<file path="src/rtl/ecap5_dproc_pkg.sv">
// ---------------------------------------------------------------------------
// ecap5_dproc_pkg
// Shared types for the processor pipeline.
//   pipe_ctrl_state_t : trap sequencer state of pipeline_ctrl
//   INFLIGHT_STAGES   : number of stages tracked behind decode (ex, ls, wb)
// ---------------------------------------------------------------------------
package ecap5_dproc_pkg;

    typedef enum logic [1:0] {
        PIPE_RUN      = 2'd0,
        PIPE_DRAIN    = 2'd1,
        PIPE_REDIRECT = 2'd2
    } pipe_ctrl_state_t;

    localparam int INFLIGHT_STAGES = 3;

endpackage

</file>
<file path="src/rtl/sat_counter.sv">
// ---------------------------------------------------------------------------
// sat_counter
// Saturating up-counter. It stops at all-ones and never wraps. The clear
// input takes priority over inc.
// Ports:
//   clk    in   clock
//   rst_n  in   asynchronous active-low reset (count -> 0)
//   inc    in   count this cycle
//   clear  in   synchronous clear; count is 0 on the next cycle
//   count  out  current count (WIDTH bits)
// ---------------------------------------------------------------------------
module sat_counter #(
    parameter int WIDTH = 32
) (
    input  logic             clk,
    input  logic             rst_n,
    input  logic             inc,
    input  logic             clear,
    output logic [WIDTH-1:0] count
);

    logic [WIDTH-1:0] count_reg;
    logic [WIDTH-1:0] count_next;

    always_comb begin
        count_next = count_reg;
        if (clear) begin
            count_next = '0;
        end else if (inc && (count_reg != '1)) begin
            count_next = count_reg + WIDTH'(1);
        end
    end

    always_ff @(posedge clk or negedge rst_n) begin
        if (!rst_n) begin
            count_reg <= '0;
        end else begin
            count_reg <= count_next;
        end
    end

    assign count = count_reg;

endmodule

</file>
<file path="src/rtl/pipeline_ctrl.sv">
// ---------------------------------------------------------------------------
// pipeline_ctrl
// Central pipeline sequencer. It merges the hazard requests into per-stage
// stall and bubble controls and runs the trap entry. On a trap it drains
// the in-flight instructions, then pulses a single fetch redirect. It also
// counts stalled cycles with a saturating counter.
// Ports:
//   clk_i, rst_ni          clock, asynchronous active-low reset
//   dec_stall_request_i    data hazard at decode
//   ex_discard_request_i   branch discard of the instruction entering execute
//   if_busy_i, ls_busy_i   fetch / load-store waiting on the bus
//   dec_valid_i            decode holds a valid instruction
//   trap_request_i         trap pending, held until trap_redirect_o
//   stall_count_clear_i    synchronous clear of stall_count_o
//   if/dec/ex/ls_stall_o   hold the corresponding stage
//   dec/ex_bubble_o        load a NOP into the decode/execute input register
//   trap_redirect_o        one-cycle redirect of fetch to the trap vector
//   drain_o                trap sequence in progress (DRAIN or REDIRECT)
//   stall_count_o          saturating stalled-cycle count
// ---------------------------------------------------------------------------
module pipeline_ctrl
    import ecap5_dproc_pkg::*;
#(
    parameter int STALL_CNT_WIDTH = 32
) (
    input  logic                       clk_i,
    input  logic                       rst_ni,
    input  logic                       dec_stall_request_i,
    input  logic                       ex_discard_request_i,
    input  logic                       if_busy_i,
    input  logic                       ls_busy_i,
    input  logic                       dec_valid_i,
    input  logic                       trap_request_i,
    input  logic                       stall_count_clear_i,
    output logic                       if_stall_o,
    output logic                       dec_stall_o,
    output logic                       ex_stall_o,
    output logic                       ls_stall_o,
    output logic                       dec_bubble_o,
    output logic                       ex_bubble_o,
    output logic                       trap_redirect_o,
    output logic                       drain_o,
    output logic [STALL_CNT_WIDTH-1:0] stall_count_o
);

    pipe_ctrl_state_t state_reg;
    pipe_ctrl_state_t state_next;

    // In-flight tracker: bit 0 = execute, bit 1 = load-store, bit 2 = writeback.
    logic [INFLIGHT_STAGES-1:0] v_reg;
    logic [INFLIGHT_STAGES-1:0] v_next;
    logic                       issue;
    logic                       stall_inc;

    always_comb begin
        state_next      = state_reg;
        if_stall_o      = 1'b0;
        dec_stall_o     = 1'b0;
        ex_stall_o      = 1'b0;
        ls_stall_o      = 1'b0;
        dec_bubble_o    = 1'b0;
        ex_bubble_o     = 1'b0;
        trap_redirect_o = 1'b0;

        case (state_reg)
            PIPE_RUN: begin
                if (trap_request_i) begin
                    // Stop new work entering; anything already past decode drains.
                    if_stall_o   = 1'b1;
                    dec_bubble_o = 1'b1;
                    ex_bubble_o  = 1'b1;
                    state_next   = PIPE_DRAIN;
                end else if (ls_busy_i) begin
                    // The whole pipe waits behind the bus. Nothing may be discarded.
                    if_stall_o  = 1'b1;
                    dec_stall_o = 1'b1;
                    ex_stall_o  = 1'b1;
                    ls_stall_o  = 1'b1;
                end else if (ex_discard_request_i) begin
                    dec_bubble_o = 1'b1;
                    ex_bubble_o  = 1'b1;
                end else if (dec_stall_request_i) begin
                    if_stall_o  = 1'b1;
                    dec_stall_o = 1'b1;
                    ex_bubble_o = 1'b1;
                end else if (if_busy_i) begin
                    dec_bubble_o = 1'b1;
                end
            end
            PIPE_DRAIN: begin
                // Branch and dec-stall requests are irrelevant: no new instruction issues.
                if_stall_o   = 1'b1;
                dec_bubble_o = 1'b1;
                ex_bubble_o  = 1'b1;
                if (ls_busy_i) begin
                    ex_stall_o = 1'b1;
                    ls_stall_o = 1'b1;
                end
                if ((v_reg == '0) && !ls_busy_i) begin
                    state_next = PIPE_REDIRECT;
                end
            end
            PIPE_REDIRECT: begin
                trap_redirect_o = 1'b1;
                dec_bubble_o    = 1'b1;
                ex_bubble_o     = 1'b1;
                state_next      = PIPE_RUN;
            end
            default: begin
                state_next = PIPE_RUN;
            end
        endcase
    end

    assign issue     = dec_valid_i & ~dec_stall_o & ~ex_bubble_o;
    assign v_next    = ls_busy_i ? v_reg : {v_reg[INFLIGHT_STAGES-2:0], issue};
    assign drain_o   = (state_reg != PIPE_RUN);
    assign stall_inc = if_stall_o | dec_stall_o | drain_o;

    always_ff @(posedge clk_i or negedge rst_ni) begin
        if (!rst_ni) begin
            state_reg <= PIPE_RUN;
            v_reg     <= '0;
        end else begin
            state_reg <= state_next;
            v_reg     <= v_next;
        end
    end

    sat_counter #(
        .WIDTH(STALL_CNT_WIDTH)
    ) u_stall_counter (
        .clk   (clk_i),
        .rst_n (rst_ni),
        .inc   (stall_inc),
        .clear (stall_count_clear_i),
        .count (stall_count_o)
    );

endmodule

</file>
<file path="config.mk">
export PLATFORM = sky130hd
export DESIGN_NAME = pipeline_ctrl
export DESIGN_NICKNAME = d
export VERILOG_FILES = /design/src/rtl/ecap5_dproc_pkg.sv /design/src/rtl/sat_counter.sv /design/src/rtl/pipeline_ctrl.sv
export SDC_FILE = /design/constraint.sdc
export NUM_CORES = 1
export LEC_CHECK = 0
export BUFFER_PORTS_ARGS = -buffer_cell sky130_fd_sc_hd__buf_4
export CAP_MARGIN = 30
export CORE_ASPECT_RATIO = 0.9
export CORE_MARGIN = 8
export CORE_UTILIZATION = 49
export CTS_CLUSTER_SIZE = 40
export DETAILED_ROUTE_END_ITERATION = 10
export PLACE_DENSITY = 0.85
export SYNTH_ARGS = -nofsm -noshare
export SYNTH_HDL_FRONTEND = slang
export SYNTH_HIERARCHICAL = 1
export SYNTH_SLANG_ARGS = --single-unit
export TNS_END_PERCENT = 50
</file>
<file path="constraint.sdc">
create_clock -name clk_i -period 2.5 [get_ports clk_i]
set_clock_uncertainty 0.2 [all_clocks]
set_input_delay 0.375 -clock clk_i [delete_from_list [all_inputs] [get_ports clk_i]]
set_output_delay 0.375 -clock clk_i [all_outputs]
set_load 0.005 [all_outputs]
</file>
# ---- After elaboration in Yosys (flattened, before gate mapping)
# Cells that the tools add are included.
dict set report word_totals {
  regBits 37
  in_bits 9
}
dict set report classes {
  addsub 1
  eq_ne 5
  mux 26
  bitwise_logic 6
  reduce_logical 9
}
# op n
set ops {}
lappend ops {{two-way mux 32 bit} 2}
lappend ops {{adder 32 x 1 -> 32 bit, second input constant} 1}
lappend ops {{inequality test 32 bit, second input constant} 1}
lappend ops {{two-way mux 1 bit} 17}
lappend ops {{case mux 1 bit (2 select lines)} 4}
lappend ops {{two-way mux 2 bit} 2}
lappend ops {{inequality test 2 bit, second input constant} 2}
lappend ops {{case mux 2 bit (2 select lines)} 1}
lappend ops {{nonzero test 2 bit} 2}
lappend ops {{logical NOT 3 bit} 1}
lappend ops {{AND 1 bit} 2}
lappend ops {{equality test 2 x 1 -> 1 bit, second input constant} 1}
lappend ops {{equality test 2 bit, second input constant} 1}
lappend ops {{logical AND 1 bit} 2}
lappend ops {{logical NOT 2 bit} 1}
lappend ops {{NOT 1 bit} 2}
lappend ops {{OR 1 bit} 2}
lappend ops {{AND reduction 2 bit} 1}
lappend ops {{OR reduction 2 bit} 1}
lappend ops {{logical NOT 1 bit} 1}

# ---- Depth between registers and ports, before layout
dict set report logic_depth {
  word_depth 10
  ltp_mapped 12
  mapped_depth_nobuf 10
}

# ---- Cells and area by module
# The synthesis kept the hierarchy.
# module n_inst cells_each area_each_um2
set by_module_without_submodules {}
lappend by_module_without_submodules {sat_counter 1 198 1854.3}
lappend by_module_without_submodules {pipeline_ctrl 1 47 419.2}

# ---- Worst setup path before layout
# Ideal clock, no wire load.
dict set report synth_path {
  kind {reg2reg}
  start {reg state_reg[0]}
  end {reg u_stall_counter.count_reg[31], in the netlist u_stall_counter/count[31]}
  arrival_ns 2.209
  setup_slack_ns -0.034
  stages_incl_launch_ff 12
  cell_sequence {dfrtp_1 > inv_1 > ha_1 > nand2b_1 > nor2_1 > nand2_1 > and3_1 > nand4_1 > a21o_1 > buf_2 > nor4_1 > mux2_2}
}
dict set report synth_between {
  elab_chain_cells 6
}
# item line_no
set synth_rtl {}
lappend synth_rtl {{start, declared} pipeline_ctrl.sv:46} ;# pipe_ctrl_state_t state_reg;
lappend synth_rtl {{start signal, assigned} pipeline_ctrl.sv:125} ;# state_reg <= state_next;
lappend synth_rtl {{equality test 2 x 1 -> 1 bit or logical NOT 2 bit (tied branches)} pipeline_ctrl.sv:65} ;# case (state_reg)
lappend synth_rtl {{case mux 1 bit (2 select lines) or two-way mux 1 bit (tied branches)} pipeline_ctrl.sv:65}
lappend synth_rtl {{OR 1 bit} pipeline_ctrl.sv:118} ;# assign stall_inc = if_stall_o | dec_stall_o | drain_o;
lappend synth_rtl {{OR 1 bit (*)} pipeline_ctrl.sv:118}
lappend synth_rtl {{named net stall_inc} pipeline_ctrl.sv:53} ;# logic stall_inc;
lappend synth_rtl {{logical AND 1 bit (*)} sat_counter.sv:29} ;# end else if (inc && (count_reg != '1)) begin
lappend synth_rtl {{nonzero test 2 bit (no source line) (*)} n/a}
lappend synth_rtl {{end signal, assigned} sat_counter.sv:38} ;# count_reg <= count_next;
lappend synth_rtl {{end, declared} sat_counter.sv:22} ;# logic [WIDTH-1:0] count_reg;
# The timed path passes the listed nets; every way through them passes the cells marked *.
# A chain may end at the register's enable or synchronous reset.

# ---- Final worst setup path
dict set report layout_path {
  start {reg state_reg[1]}
  end {reg u_stall_counter.count_reg[25], in the netlist u_stall_counter/count[25]}
}
# Same word-level chain as after synthesis.

==> flow_summary_export.csv <==
group,metric,value,unit
power_and_ir_drop,p_clk_share,30.7,%
worst_setup_path,crit_path_cell_trace,"inv_1 > ha_2 > nand2b_1 > nor2_1 > nand2_1 > and3_4 > nand4_1 > a21o_4 > or4_1 > a21oi_1",
route,dr_total_vias,2052,
synthesis,ys_warn_count,6,
timing,hold_violations,0,
timing,whs,214,ps
clock_tree,clockRootBuffer,"clkbuf_8",
die,dieArea,7080,sq um
worst_setup_path,critical_path.top_delay_family,"simple AND/OR/NAND/NOR gates",
timing,slew_viol_final,0,
route,ant_nets,0,
worst_setup_path,critPathKind,"reg2reg",
synthesis,postSynthCellCount,245,
synthesis,syn_area,2270,sq um
route,drt_iter0_drc,193,
timing,finalCriticalPeriod,2450,ps
worst_setup_path,crit_required,2510,ps
synthesis,ys_types,47,
place,hpwl,4040,microns
synthesis,synth_commonest_cells,"dfrtp_1, nor2_1, a21oi_1",
global_routing,grt_pass1_wl,9090,microns
finish,area_delta_synth_final,29.2,%
place,dp_slack,-13.4,ps
power_and_ir_drop,power.share.combinational,30.1,%
synthesis,yosysTopAreaCellShare,40.7,%
finish,postLayoutCoreUtil,65.8,%
clock_tree,clockBufferDepth,2,
timing,setup_violations,0,
power_and_ir_drop,ir_drop,549,uV
hold_path,hold_class,"in2reg",
route,drc,0,
worst_setup_path,cp_slowest_cell,"or4_1",
finish,drive_gt1_share,31.3,%
power_and_ir_drop,leakagePower,1.34,nW
worst_setup_path,worstSetupStartpointType,"register",
die,rows,23,
global_routing,grt_pass1_vias,1941,
timing,fin_ws,54.4,ps
synthesis,synth_top_area_cell,"dfrtp_1",
clock_tree,clk_pin_slew,80,ps
synthesis,synth_seq_cells,37,
power_and_ir_drop,switchingPower,0.515,mW
die,core-area,4460,sq um
synthesis,avgSynthCellArea,9.28,sq um
timing,timing.slew.headroom,61.8,%
synthesis,synth_edf_count,0,
global_routing,grt_max_degree,41,
clock_tree,cts_buffers,5,
place,io_buffers,48,
timing,fmax,0.409,GHz
worst_setup_path,slowest_delay,500,ps
global_routing,grt.total_usage,15.8,%
clock_tree,cts_max_level,2,
finish,largest_reg_flops,32,
synthesis,postSynth.asyncResetShare,100,%
job,max_cap_violations,0,
clock_tree,cts.sinks,37,
route,drt-pass1-iter-count,4,
synthesis,yosysSeqAreaShare,40.7,%
die,die_h,80.6,microns
worst_setup_path,worstPathMaxFanout,6,
global_routing,antenna_found_initial,0,
global_routing,grt-ovfl-total,0,
route,routed_via_density,5.61,
synthesis,synth.most_common_cell,"dfrtp_1",
die,start_util,51.0,%
die,dieWidth,87.8,microns
place,gp_congestion,0.804,
clock_tree,cts_tree,"done",
power_and_ir_drop,internal_power,1.24,mW
synthesis,synth_ff_type,"dfrtp_1",
power_and_ir_drop,switching_share,29.4,%
synthesis,synth_fp_nets,260,
clock_tree,clk_latency,290,ps
timing,min_period_over_period,97.8,%
timing,rsz0062_at_grt,"true",
die,boundaryPins,49,
finish,antenna_cells,0,
power_and_ir_drop,power_frac_seq,39.2,%
power_and_ir_drop,power.density,597,nW/um^2
synthesis,synth_area_leaders,"dfrtp_1, nor2_1, xnor2_1",
worst_setup_path,arrival,2450,ps
outcome,status,"completed",
worst_setup_path,rrSetupSlack,50,ps
worst_setup_path,critPathCaptureType,"register",
timing,tightest_slew,569,ps
worst_setup_path,path_buf_inv,1,
route,wirelength,5910,microns
route,wl_per_cell,16.1,microns
finish,nets,318,
-- timing repair --
action,4_1_cts,5_1_grt
setup endpoints to repair,7,10
buffers inserted,0,2
hold buffers,1,0
resized for setup,2,9
pin swaps,0,3
hold endpoints to repair,37,0
gates cloned,0,1
-- placed cells by master (no fill, tap or decap), types with 3 or more instances in the layout --
cell type,netlist,final
o31ai_1,4,4
dfrtp_1,37,37
and3_1,7,6
or4_1,3,3
ha_1,6,4
inv_1,13,13
nor4_2,2,3
o21ai_0,6,6
nand2_1,13,13
xor2_1,3,3
a21oi_1,17,15
a211oi_1,6,6
nor2_1,32,32
nand2b_1,3,3
clkbuf_8,0,6
and2_1,3,3
mux2_2,7,7
buf_4,2,58
nor4_4,1,3
nand4_1,6,6
or3_1,5,4
xnor2_1,10,10
nor2b_1,9,9
nand3_1,12,12
nor3_1,5,5
-- path summary, 6_finish.rpt --
check / from / end / cells after the start
min reg2reg: v_reg[2] / v_reg[2] / 1
max reg2reg: state_reg[1] / u_stall_counter/count[25] / 10
max: state_reg[1] / u_stall_counter/count[25] / 10
min: dec_valid_i / v_reg[0] / 3
max in group asynchronous: rst_ni / u_stall_counter/count[27] / 2
min in group asynchronous: rst_ni / u_stall_counter/count[12] / 2
-- power by group through the flow --
| stage | Clock (mW) | Sequential [mW] | Combinational, mW |
|---|---|---|---|
| 2_1_floorplan | 0 | 0.699 | 0.274 |
| 3_3_place_gp | 0 | 0.698 | 0.491 |
| 3_5_place_dp | 0 | 0.701 | 0.501 |
| 4_1_cts | 0.546 | 0.690 | 0.508 |
| 5_1_grt | 0.570 | 0.697 | 0.575 |
| 6_report | 0.538 | 0.688 | 0.527 |
-- metrics by stage --
step | instance area, sq um | power, mW | TNS [ps] | std cells
global route | 2940 | 1.84 | -58.4 | 366
global placement | 2730 | 1.19 | 0 | 354
CTS | 2870 | 1.74 | 0 | 363
finish | 2940 | 1.75 | 0 | 366
floorplan | 2280 | 0.973 | 0 | 245
detailed placement | 2730 | 1.20 | -24.6 | 354
-- metal layers --
| layer | wire length, microns | vias up | GRT usage [%] |
|---|---|---|---|
| met3 | 326 | 7 | 3.47 |
| met4 | 59 | 0 | 4.29 |
| met2 | 2920 | 64 | 26.2 |
| met1 | 2600 | 992 | 20.2 |
| met5 | 0 | - | 0 |
| li1 | - | 989 | - |
-- tightest hold or removal path, delay by kind of cell --
family | cells | cell delay, ps
AOI/OAI and AO/OA | 2 | 180
buffers and inverters | 1 | 110
-- final cells by class --
class | count | area (sq um)
tap | 62 | 77.6
inverter | 13 | 48.8
multi-input combinational | 187 | 1320
fill | 361 | 1520
clock inverter | 1 | 30.0
sequential | 37 | 926
timing repair buffer | 59 | 445
clock buffer | 7 | 86.3
-- kinds of logic (layout without fill, tap and decap cells) --
logic type	Yosys count	count (layout)	synth area share, %
AO/OA/AOI/OAI	46	47	14.5
multiplexers	9	9	4.57
AND/OR/NAND/NOR	112	112	27.5
XOR/XNOR	13	13	5.01
flip-flops	37	37	40.7
adder cells (fa/ha/maj)	6	6	3.30
buffers and inverters	22	80	4.40
No activity file was read; power rests on OpenSTA's default activity.
